--- src/rtl/uart_framer_pkg.sv ---
// Shared definitions for the UART receive framer: sync byte, FSM state
// encoding, discard reason codes and the output beat payload.
package uart_framer_pkg;

    localparam logic [7:0] SYNC_BYTE = 8'hA5;

    typedef enum logic [2:0] {
        ST_HUNT    = 3'd0,
        ST_LEN     = 3'd1,
        ST_PAYLOAD = 3'd2,
        ST_CSUM    = 3'd3,
        ST_DRAIN   = 3'd4
    } state_t;

    localparam logic [1:0] ERR_CSUM    = 2'd0;
    localparam logic [1:0] ERR_LEN     = 2'd1;
    localparam logic [1:0] ERR_TIMEOUT = 2'd2;
    localparam logic [1:0] ERR_UART    = 2'd3;

    // One payload beat presented on the output stream.
    typedef struct packed {
        logic [7:0] data;
        logic       last;
    } out_beat_t;

    // Running checksum step (mod 256).
    function automatic logic [7:0] csum_add(input logic [7:0] acc, input logic [7:0] b);
        return 8'(acc + b);
    endfunction

endpackage

--- src/rtl/uart_frame_buf.sv ---
// Payload buffer: DEPTH x 8 simple dual-port RAM, synchronous write,
// combinational read of the supplied address.
// Ports:
//   clk    in  clock
//   we     in  write enable
//   waddr  in  write address
//   wdata  in  write data
//   raddr  in  read address
//   rdata  out read data (combinational)
module uart_frame_buf #(
    parameter int unsigned DEPTH  = 32,
    parameter int unsigned ADDR_W = 5
) (
    input  logic              clk,
    input  logic              we,
    input  logic [ADDR_W-1:0] waddr,
    input  logic [7:0]        wdata,
    input  logic [ADDR_W-1:0] raddr,
    output logic [7:0]        rdata
);

    logic [7:0] mem [DEPTH];

    always_ff @(posedge clk) begin
        if (we) begin
            mem[waddr] <= wdata;
        end
    end

    assign rdata = mem[raddr];

endmodule

--- src/rtl/uart_rx_framer.sv ---
// UART receive framer. Reassembles [A5][LEN][payload x LEN][CSUM] frames from
// the UART receiver strobes, buffers the payload, and releases it on a
// valid/ready stream only once the checksum (LEN + payload + CSUM == 0 mod 256)
// passes. Bad frames are discarded whole and reported with a reason code.
// Optional build macro UART_FRAMER_STATS_EN adds saturating good/bad frame
// counters stat_ok / stat_err.
// Ports:
//   clk, rst            clock, synchronous active-high reset
//   received, rx_byte   byte strobe and data from the UART receiver
//   recv_error          UART framing error strobe
//   out_valid/ready     payload stream handshake
//   out_data, out_last  payload byte, final-byte marker
//   frame_ok            pulse: good frame accepted
//   frame_err, err_code pulse: frame discarded, with reason
//   overrun             pulse: byte dropped while draining
//   stat_ok, stat_err   frame counters (UART_FRAMER_STATS_EN only)
module uart_rx_framer
    import uart_framer_pkg::*;
#(
    parameter int unsigned MAX_LEN        = 32,
    parameter int unsigned TIMEOUT_CYCLES = 2_000_000
) (
    input  logic        clk,
    input  logic        rst,
    input  logic        received,
    input  logic [7:0]  rx_byte,
    input  logic        recv_error,
    output logic        out_valid,
    input  logic        out_ready,
    output logic [7:0]  out_data,
    output logic        out_last,
    output logic        frame_ok,
    output logic        frame_err,
    output logic [1:0]  err_code,
    output logic        overrun
`ifdef UART_FRAMER_STATS_EN
    ,
    output logic [15:0] stat_ok,
    output logic [15:0] stat_err
`endif
);

    localparam int unsigned PTR_W  = $clog2(MAX_LEN + 1);
    localparam int unsigned ADDR_W = (MAX_LEN > 1) ? $clog2(MAX_LEN) : 1;
    localparam int unsigned TO_W   = $clog2(TIMEOUT_CYCLES + 1);
    localparam logic [7:0]      MAX_LEN_B = 8'(MAX_LEN);
    localparam logic [TO_W-1:0] TO_LAST   = TO_W'(TIMEOUT_CYCLES - 1);

    state_t           state_q, state_d;
    logic [PTR_W-1:0] len_q, len_d;
    logic [7:0]       sum_q, sum_d;
    logic [PTR_W-1:0] wr_ptr_q, wr_ptr_d;
    logic [PTR_W-1:0] rd_ptr_q, rd_ptr_d;
    logic [TO_W-1:0]  to_cnt_q, to_cnt_d;
    out_beat_t        beat_q, beat_d;
    logic             valid_q, valid_d;
    logic             ok_q, ok_d;
    logic             err_q, err_d;
    logic [1:0]       code_q, code_d;
    logic             ovr_q, ovr_d;

    logic             buf_we_c;
    logic [PTR_W-1:0] rd_addr_c;
    logic [7:0]       rd_data_c;
    logic [7:0]       sum_next_c;
    logic             advance_c;

    // Payload storage.
    uart_frame_buf #(
        .DEPTH  (MAX_LEN),
        .ADDR_W (ADDR_W)
    ) u_buf (
        .clk   (clk),
        .we    (buf_we_c),
        .waddr (ADDR_W'(wr_ptr_q)),
        .wdata (rx_byte),
        .raddr (ADDR_W'(rd_addr_c)),
        .rdata (rd_data_c)
    );

    assign sum_next_c = csum_add(sum_q, rx_byte);

    // Read address leads the presented beat so the next byte is ready on handshake.
    assign advance_c = (state_q == ST_DRAIN) && valid_q && out_ready && !beat_q.last;
    assign rd_addr_c = advance_c ? PTR_W'(rd_ptr_q + PTR_W'(1)) : rd_ptr_q;

    // State and output registers.
    always_ff @(posedge clk) begin
        if (rst) begin
            state_q  <= ST_HUNT;
            len_q    <= '0;
            sum_q    <= '0;
            wr_ptr_q <= '0;
            rd_ptr_q <= '0;
            to_cnt_q <= '0;
            beat_q   <= '0;
            valid_q  <= 1'b0;
            ok_q     <= 1'b0;
            err_q    <= 1'b0;
            code_q   <= 2'd0;
            ovr_q    <= 1'b0;
        end else begin
            state_q  <= state_d;
            len_q    <= len_d;
            sum_q    <= sum_d;
            wr_ptr_q <= wr_ptr_d;
            rd_ptr_q <= rd_ptr_d;
            to_cnt_q <= to_cnt_d;
            beat_q   <= beat_d;
            valid_q  <= valid_d;
            ok_q     <= ok_d;
            err_q    <= err_d;
            code_q   <= code_d;
            ovr_q    <= ovr_d;
        end
    end

    // Next-state and next-output logic.
    always_comb begin
        state_d  = state_q;
        len_d    = len_q;
        sum_d    = sum_q;
        wr_ptr_d = wr_ptr_q;
        rd_ptr_d = rd_ptr_q;
        to_cnt_d = '0;
        beat_d   = beat_q;
        valid_d  = valid_q;
        ok_d     = 1'b0;
        err_d    = 1'b0;
        code_d   = code_q;
        ovr_d    = 1'b0;
        buf_we_c = 1'b0;

        case (state_q)
            ST_HUNT: begin
                if (received && rx_byte == SYNC_BYTE) begin
                    state_d = ST_LEN;
                end
            end

            ST_LEN, ST_PAYLOAD, ST_CSUM: begin
                // UART error beats timeout; a received byte restarts the idle timer.
                if (recv_error) begin
                    err_d   = 1'b1;
                    code_d  = ERR_UART;
                    state_d = ST_HUNT;
                end else if (received) begin
                    if (state_q == ST_LEN) begin
                        if (rx_byte == 8'h00 || rx_byte > MAX_LEN_B) begin
                            err_d   = 1'b1;
                            code_d  = ERR_LEN;
                            state_d = ST_HUNT;
                        end else begin
                            len_d    = PTR_W'(rx_byte);
                            sum_d    = rx_byte;
                            wr_ptr_d = '0;
                            state_d  = ST_PAYLOAD;
                        end
                    end else if (state_q == ST_PAYLOAD) begin
                        buf_we_c = 1'b1;
                        sum_d    = sum_next_c;
                        wr_ptr_d = PTR_W'(wr_ptr_q + PTR_W'(1));
                        if (wr_ptr_q == PTR_W'(len_q - PTR_W'(1))) begin
                            state_d = ST_CSUM;
                        end
                    end else begin
                        if (sum_next_c == 8'h00) begin
                            ok_d     = 1'b1;
                            rd_ptr_d = '0;
                            state_d  = ST_DRAIN;
                        end else begin
                            err_d   = 1'b1;
                            code_d  = ERR_CSUM;
                            state_d = ST_HUNT;
                        end
                    end
                end else if (to_cnt_q == TO_LAST) begin
                    err_d   = 1'b1;
                    code_d  = ERR_TIMEOUT;
                    state_d = ST_HUNT;
                end else begin
                    to_cnt_d = TO_W'(to_cnt_q + TO_W'(1));
                end
            end

            ST_DRAIN: begin
                ovr_d = received;
                if (!valid_q) begin
                    // First beat after the checksum passed.
                    valid_d = 1'b1;
                    beat_d  = '{data: rd_data_c, last: (rd_ptr_q == PTR_W'(len_q - PTR_W'(1)))};
                end else if (out_ready) begin
                    if (beat_q.last) begin
                        valid_d = 1'b0;
                        state_d = ST_HUNT;
                    end else begin
                        rd_ptr_d = rd_addr_c;
                        beat_d   = '{data: rd_data_c, last: (rd_addr_c == PTR_W'(len_q - PTR_W'(1)))};
                    end
                end
            end

            default: begin
                state_d = ST_HUNT;
                valid_d = 1'b0;
            end
        endcase
    end

    assign out_valid = valid_q;
    assign out_data  = beat_q.data;
    assign out_last  = beat_q.last;
    assign frame_ok  = ok_q;
    assign frame_err = err_q;
    assign err_code  = code_q;
    assign overrun   = ovr_q;

`ifdef UART_FRAMER_STATS_EN
    logic [15:0] stat_ok_q;
    logic [15:0] stat_err_q;

    // Saturating frame counters driven by the registered pulses.
    always_ff @(posedge clk) begin
        if (rst) begin
            stat_ok_q  <= '0;
            stat_err_q <= '0;
        end else begin
            if (ok_q && stat_ok_q != 16'hFFFF) begin
                stat_ok_q <= 16'(stat_ok_q + 16'd1);
            end
            if (err_q && stat_err_q != 16'hFFFF) begin
                stat_err_q <= 16'(stat_err_q + 16'd1);
            end
        end
    end

    assign stat_ok  = stat_ok_q;
    assign stat_err = stat_err_q;
`endif

endmodule

--- config.mk ---
export PLATFORM = sky130hd
export DESIGN_NAME = uart_rx_framer
export DESIGN_NICKNAME = d
export VERILOG_FILES = /design/src/rtl/uart_framer_pkg.sv /design/src/rtl/uart_frame_buf.sv /design/src/rtl/uart_rx_framer.sv
export SDC_FILE = /design/constraint.sdc
export NUM_CORES = 1
export LEC_CHECK = 0
export BUFFER_PORTS_ARGS = -buffer_cell sky130_fd_sc_hd__buf_2
export CORE_MARGIN = 5
export CORE_UTILIZATION = 60
export CTS_BUF_LIST = sky130_fd_sc_hd__clkbuf_8
export DETAILED_ROUTE_END_ITERATION = 12
export PLACE_DENSITY = 0.77
export SLEW_MARGIN = 20
export SYNTH_ARGS = -nofsm -noshare
export SYNTH_HDL_FRONTEND = slang
export SYNTH_SLANG_ARGS = --single-unit
--- constraint.sdc ---
create_clock -name clk -period 2.95 [get_ports clk]
set_input_delay 0 -clock clk [delete_from_list [all_inputs] [get_ports clk]]
set_output_delay 0 -clock clk [all_outputs]
set_load 0.01 [all_outputs]
==> results <==
- The initial antenna violation count came to 0.
- The I/O pin total is 28.
- The cell area after synthesis is 16300 µm².
- The initial utilization of the core area, before any placement, comes to 60.6%.
- The via count of the first global-routing pass is 11900.
- The reg-to-reg startpoint is state_q[1].
- The largest clock skew in the final design is 26.0 ps.
- For this run, the register share of the synthesized area comes to 55.2%.
- Across the VDD grid, the largest voltage drop is 0.548 mV.
- The kind of critical path is flip-flop to flip-flop.
- TritonCTS built the clock tree.
- The chip height is 175 µm.
- Of all nets on the critical path, the largest fanout is 13.
- The die outline area is 30600 µm².
- After technology mapping, the gate count stands at 1363.
- STA puts the critical path data required time at 3380 ps.
- Entering global routing, the biggest net connects 65 pins.
- The async set-reset flop share out of synthesis is 0%.
- The DRC violation count after routing is 0.
- Counting I/O delays and the setup requirement, the final critical path takes 2830 ps.
- The run finished with clean final reports.
- The analysis attributes to cell leakage a power of 0.00603 µW.
- In this run the core area contains 60 standard-cell rows.
- In the final layout, the share of cells above drive strength 1 is 18.8%.
- The routed wirelength normalized by instance count is 24.0 µm.
- The power per cell area is 489 nW/µm².
- The post-CTS setup repair buffer count is 0.
- The number of flops mapped to enable cells by yosys is 256.
- The number of buffers added by the clock tree synthesis step is 52.
- The total overflow reported by the global router is 0.
- The net count of the finished layout is 1485.
- At the later pin of the worst-skew pair, clock insertion delay measures 580 ps.
- STA puts the critical path data arrival time at 3260 ps.
- The class of the tightest hold or removal check is input port to flip-flop.
- The number of input and output port buffers inserted is 27.
- The synthesized area divided by synthesized cell count is 12.0 µm².
- Counting flops and latches in the post-synthesis netlist gives 321.
- The diode insertion count for antenna repair is 0.
- The flip-flop cell with the highest count after synthesis is sky130_fd_sc_hd__edfxtp_1.
- The number of filler instances in the final layout is 1964.
- The number of detailed-route iterations in the first pass is 8.
- The width of the chip is 175 µm.
- STA classifies the critical path endpoint as a flip-flop.
- The total negative slack is 0 ps.
- The first-iteration detailed-routing DRC count is 1328.
- The count of distinct cell types in the synthesized netlist is 84.
- The number of levels the H-tree was split into is 2.
- The number of nets with antenna violations after detailed routing is 0.
- From synthesis to final layout, the design area changed by 13.7%.
- The tree is rooted in a sky130_fd_sc_hd__clkbuf_8.
- Across the run, the number of max-cap violations was 0.
- Derived from the worst setup path, the maximum achievable clock frequency is 353 MHz.
- The area inside the core boundary is 26900 µm².
- The origin of the worst setup path is state_q[1].
- Measured against its own limit, the worst slew margin works out to 48.0%.
- The Yosys step of the flow raised 0 warnings.
- The clock net sink count is 321.
- STA classifies the critical path startpoint as a flip-flop.
- Counting along the longest clock path gives a buffer depth of 3.
- The HPWL after detailed placement is 29400 µm.
- The final total power is 9070 µW.
- The final-report setup violation count is 0.
- The number of vias in the routed layout is 12400.
- Setup repair after global routing left no endpoint under its margin.
- After detailed routing, the number of vias per cell comes to 6.72.
- The ratio of final minimum period to clock period is 95.9%.
- The hold violation total from the final report was 0.
- After clock tree synthesis, the clock-pin slew on the worst setup and hold paths is 70 ps.
- For the pin with the worst max-slew slack, the measured transition is 772 ps.
- The final count of pins violating max slew came to 0.
- In this run the most critical hold path is launched from rx_byte[5].
- The weighted congestion reported at the end of routability-driven placement is 0.957.
- Global routing used 28.4% of the available tracks across all layers.
- The wire length of the first global-routing pass is 68000 µm.
- The detailed-route wire length is 44200 µm.
- Synthesis produced a netlist with a net count of 1391.
[power by group]
| part | internal [µW] | total, µW | switching [µW] |
|---|---|---|---|
| Clock | 2250 | 4010 | 1760 |
| Sequential | 4880 | 4880 | 0.722 |
| Combinational | 48.5 | 180 | 131 |
[metal layers]
metal	vias to the layer above	routed length, µm	GRT usage (%)
met4	0	1940	11.9
met5	-	0	0
met2	668	20600	45.1
met1	6013	18000	38.9
met3	116	3690	5.52
li1	5577	-	-
[registers in the layout (all words and copies together) (netlist names), 2 cells and up]
| register | count |
|---|---|
| err_code | 2 |
| wr_ptr_q | 6 |
| rd_ptr_q | 6 |
| u_buf.mem | 256 |
| to_cnt_q | 21 |
| out_data | 8 |
| state_q | 3 |
| len_q | 6 |
| sum_q | 8 |
[cells by family after synthesis]
family | Yosys count | synth area share, %
XOR/XNOR | 50 | 2.86
flip-flops | 321 | 55.2
adder cells (fa/ha/maj) | 15 | 1.20
multiplexers | 143 | 11.4
AND/OR/NAND/NOR | 446 | 14.6
AO/OA/AOI/OAI | 273 | 11.9
buffers and inverters | 115 | 2.93
[repair_timing]
action,CTS,global route
endpoints found under the setup margin,0,7
endpoints found under the hold margin,47,0
hold buffers,8,0
gates resized for setup,0,3
[worst paths after layout]
path,to,slack [ps],depth (start not counted)
setup reg to reg,out_data[6],120,7
setup / recovery,out_data[6],120,7
hold / removal,u_buf.mem[24][5],40,2
hold reg to reg,sum_q[6],460,2
[cells in the final DEF, fill, tap and decap left out, types with 11 or more instances in the layout]
cell type | Yosys | layout
sky130_fd_sc_hd__a211o_1 | 21 | 21
sky130_fd_sc_hd__a211oi_1 | 21 | 21
sky130_fd_sc_hd__a21oi_1 | 18 | 18
sky130_fd_sc_hd__buf_2 | 34 | 27
sky130_fd_sc_hd__buf_4 | 1 | 100
sky130_fd_sc_hd__clkbuf_8 | 0 | 58
sky130_fd_sc_hd__dfxtp_1 | 65 | 63
sky130_fd_sc_hd__edfxtp_1 | 256 | 256
sky130_fd_sc_hd__ha_1 | 14 | 13
sky130_fd_sc_hd__inv_1 | 12 | 28
sky130_fd_sc_hd__mux2i_1 | 105 | 105
sky130_fd_sc_hd__mux4_2 | 34 | 34
sky130_fd_sc_hd__nand2_1 | 67 | 67
sky130_fd_sc_hd__nand3_1 | 31 | 31
sky130_fd_sc_hd__nand4_1 | 25 | 25
sky130_fd_sc_hd__nor2_1 | 126 | 126
sky130_fd_sc_hd__nor2b_1 | 14 | 14
sky130_fd_sc_hd__nor3_1 | 48 | 48
sky130_fd_sc_hd__nor4_1 | 28 | 28
sky130_fd_sc_hd__o21ai_0 | 28 | 28
sky130_fd_sc_hd__o221ai_1 | 11 | 11
sky130_fd_sc_hd__o22ai_1 | 87 | 87
sky130_fd_sc_hd__or3_1 | 28 | 28
sky130_fd_sc_hd__or4_1 | 15 | 15
sky130_fd_sc_hd__xnor2_1 | 19 | 19
sky130_fd_sc_hd__xor2_1 | 29 | 29
[Yosys cell counts (4+ instances only)]
cell	number	share of area, %
sky130_fd_sc_hd__a2111oi_0	4	0.21
sky130_fd_sc_hd__a211o_1	21	1.1
sky130_fd_sc_hd__a211oi_1	21	0.97
sky130_fd_sc_hd__a21o_1	6	0.28
sky130_fd_sc_hd__a21oi_1	18	0.55
sky130_fd_sc_hd__a311oi_1	7	0.38
sky130_fd_sc_hd__a31o_2	6	0.32
sky130_fd_sc_hd__a31oi_1	7	0.27
sky130_fd_sc_hd__and3_1	4	0.15
sky130_fd_sc_hd__and4_1	6	0.32
sky130_fd_sc_hd__buf_1	6	0.14
sky130_fd_sc_hd__buf_2	34	1.0
sky130_fd_sc_hd__clkbuf_1	61	1.4
sky130_fd_sc_hd__dfxtp_1	65	8.0
sky130_fd_sc_hd__edfxtp_1	256	47
sky130_fd_sc_hd__ha_1	14	1.1
sky130_fd_sc_hd__inv_1	12	0.28
sky130_fd_sc_hd__mux2_2	4	0.28
sky130_fd_sc_hd__mux2i_1	105	6.4
sky130_fd_sc_hd__mux4_2	34	4.7
sky130_fd_sc_hd__nand2_1	67	1.5
sky130_fd_sc_hd__nand2b_1	5	0.19
sky130_fd_sc_hd__nand3_1	31	0.95
sky130_fd_sc_hd__nand3b_1	8	0.37
sky130_fd_sc_hd__nand4_1	25	0.96
sky130_fd_sc_hd__nor2_1	126	2.9
sky130_fd_sc_hd__nor2b_1	14	0.54
sky130_fd_sc_hd__nor3_1	48	1.5
sky130_fd_sc_hd__nor3b_1	6	0.28
sky130_fd_sc_hd__nor4_1	28	1.1
sky130_fd_sc_hd__o211ai_1	8	0.37
sky130_fd_sc_hd__o21ai_0	28	0.86
sky130_fd_sc_hd__o21bai_1	8	0.37
sky130_fd_sc_hd__o221ai_1	11	0.59
sky130_fd_sc_hd__o22ai_1	87	3.3
sky130_fd_sc_hd__o31ai_1	7	0.32
sky130_fd_sc_hd__or2_2	4	0.15
sky130_fd_sc_hd__or3_1	28	1.1
sky130_fd_sc_hd__or4_1	15	0.69
sky130_fd_sc_hd__or4b_1	7	0.43
sky130_fd_sc_hd__xnor2_1	19	1.0
sky130_fd_sc_hd__xor2_1	29	1.6
[critical path, cell delays in order (launching register included)]
cell,delay (ps)
sky130_fd_sc_hd__dfxtp_1,360
sky130_fd_sc_hd__or3b_2,690
sky130_fd_sc_hd__buf_4,250
sky130_fd_sc_hd__or4_1,630
sky130_fd_sc_hd__o22ai_1,180
sky130_fd_sc_hd__nor3_1,70
sky130_fd_sc_hd__nor4_1,370
sky130_fd_sc_hd__a211oi_1,140
[final cells by class]
cell class,instances,area (µm²),area share [%]
repair buffers,142,1110,5.97
flip-flops and latches,321,8990,48.5
well taps,341,427,2.30
clock buffers,58,798,4.31
multi-input cells,927,6860,37.0
inverters,13,48.8,0.263
clock inverters,39,303,1.63
[stage by stage]
step	hold WS [ps]	utilization, %	area (µm²)	setup WS [ps]	instances
finish	40.4	69.0	18500	121	1841
global route	23.8	69.0	18500	17.6	1841
CTS	6.71	68.9	18500	112	1841
detailed placement	395	64.5	17300	119	1736
global placement	395	64.5	17300	135	1736
floorplan	98.9	-	16300	407	1363
No activity file was read; power rests on OpenSTA's default activity.
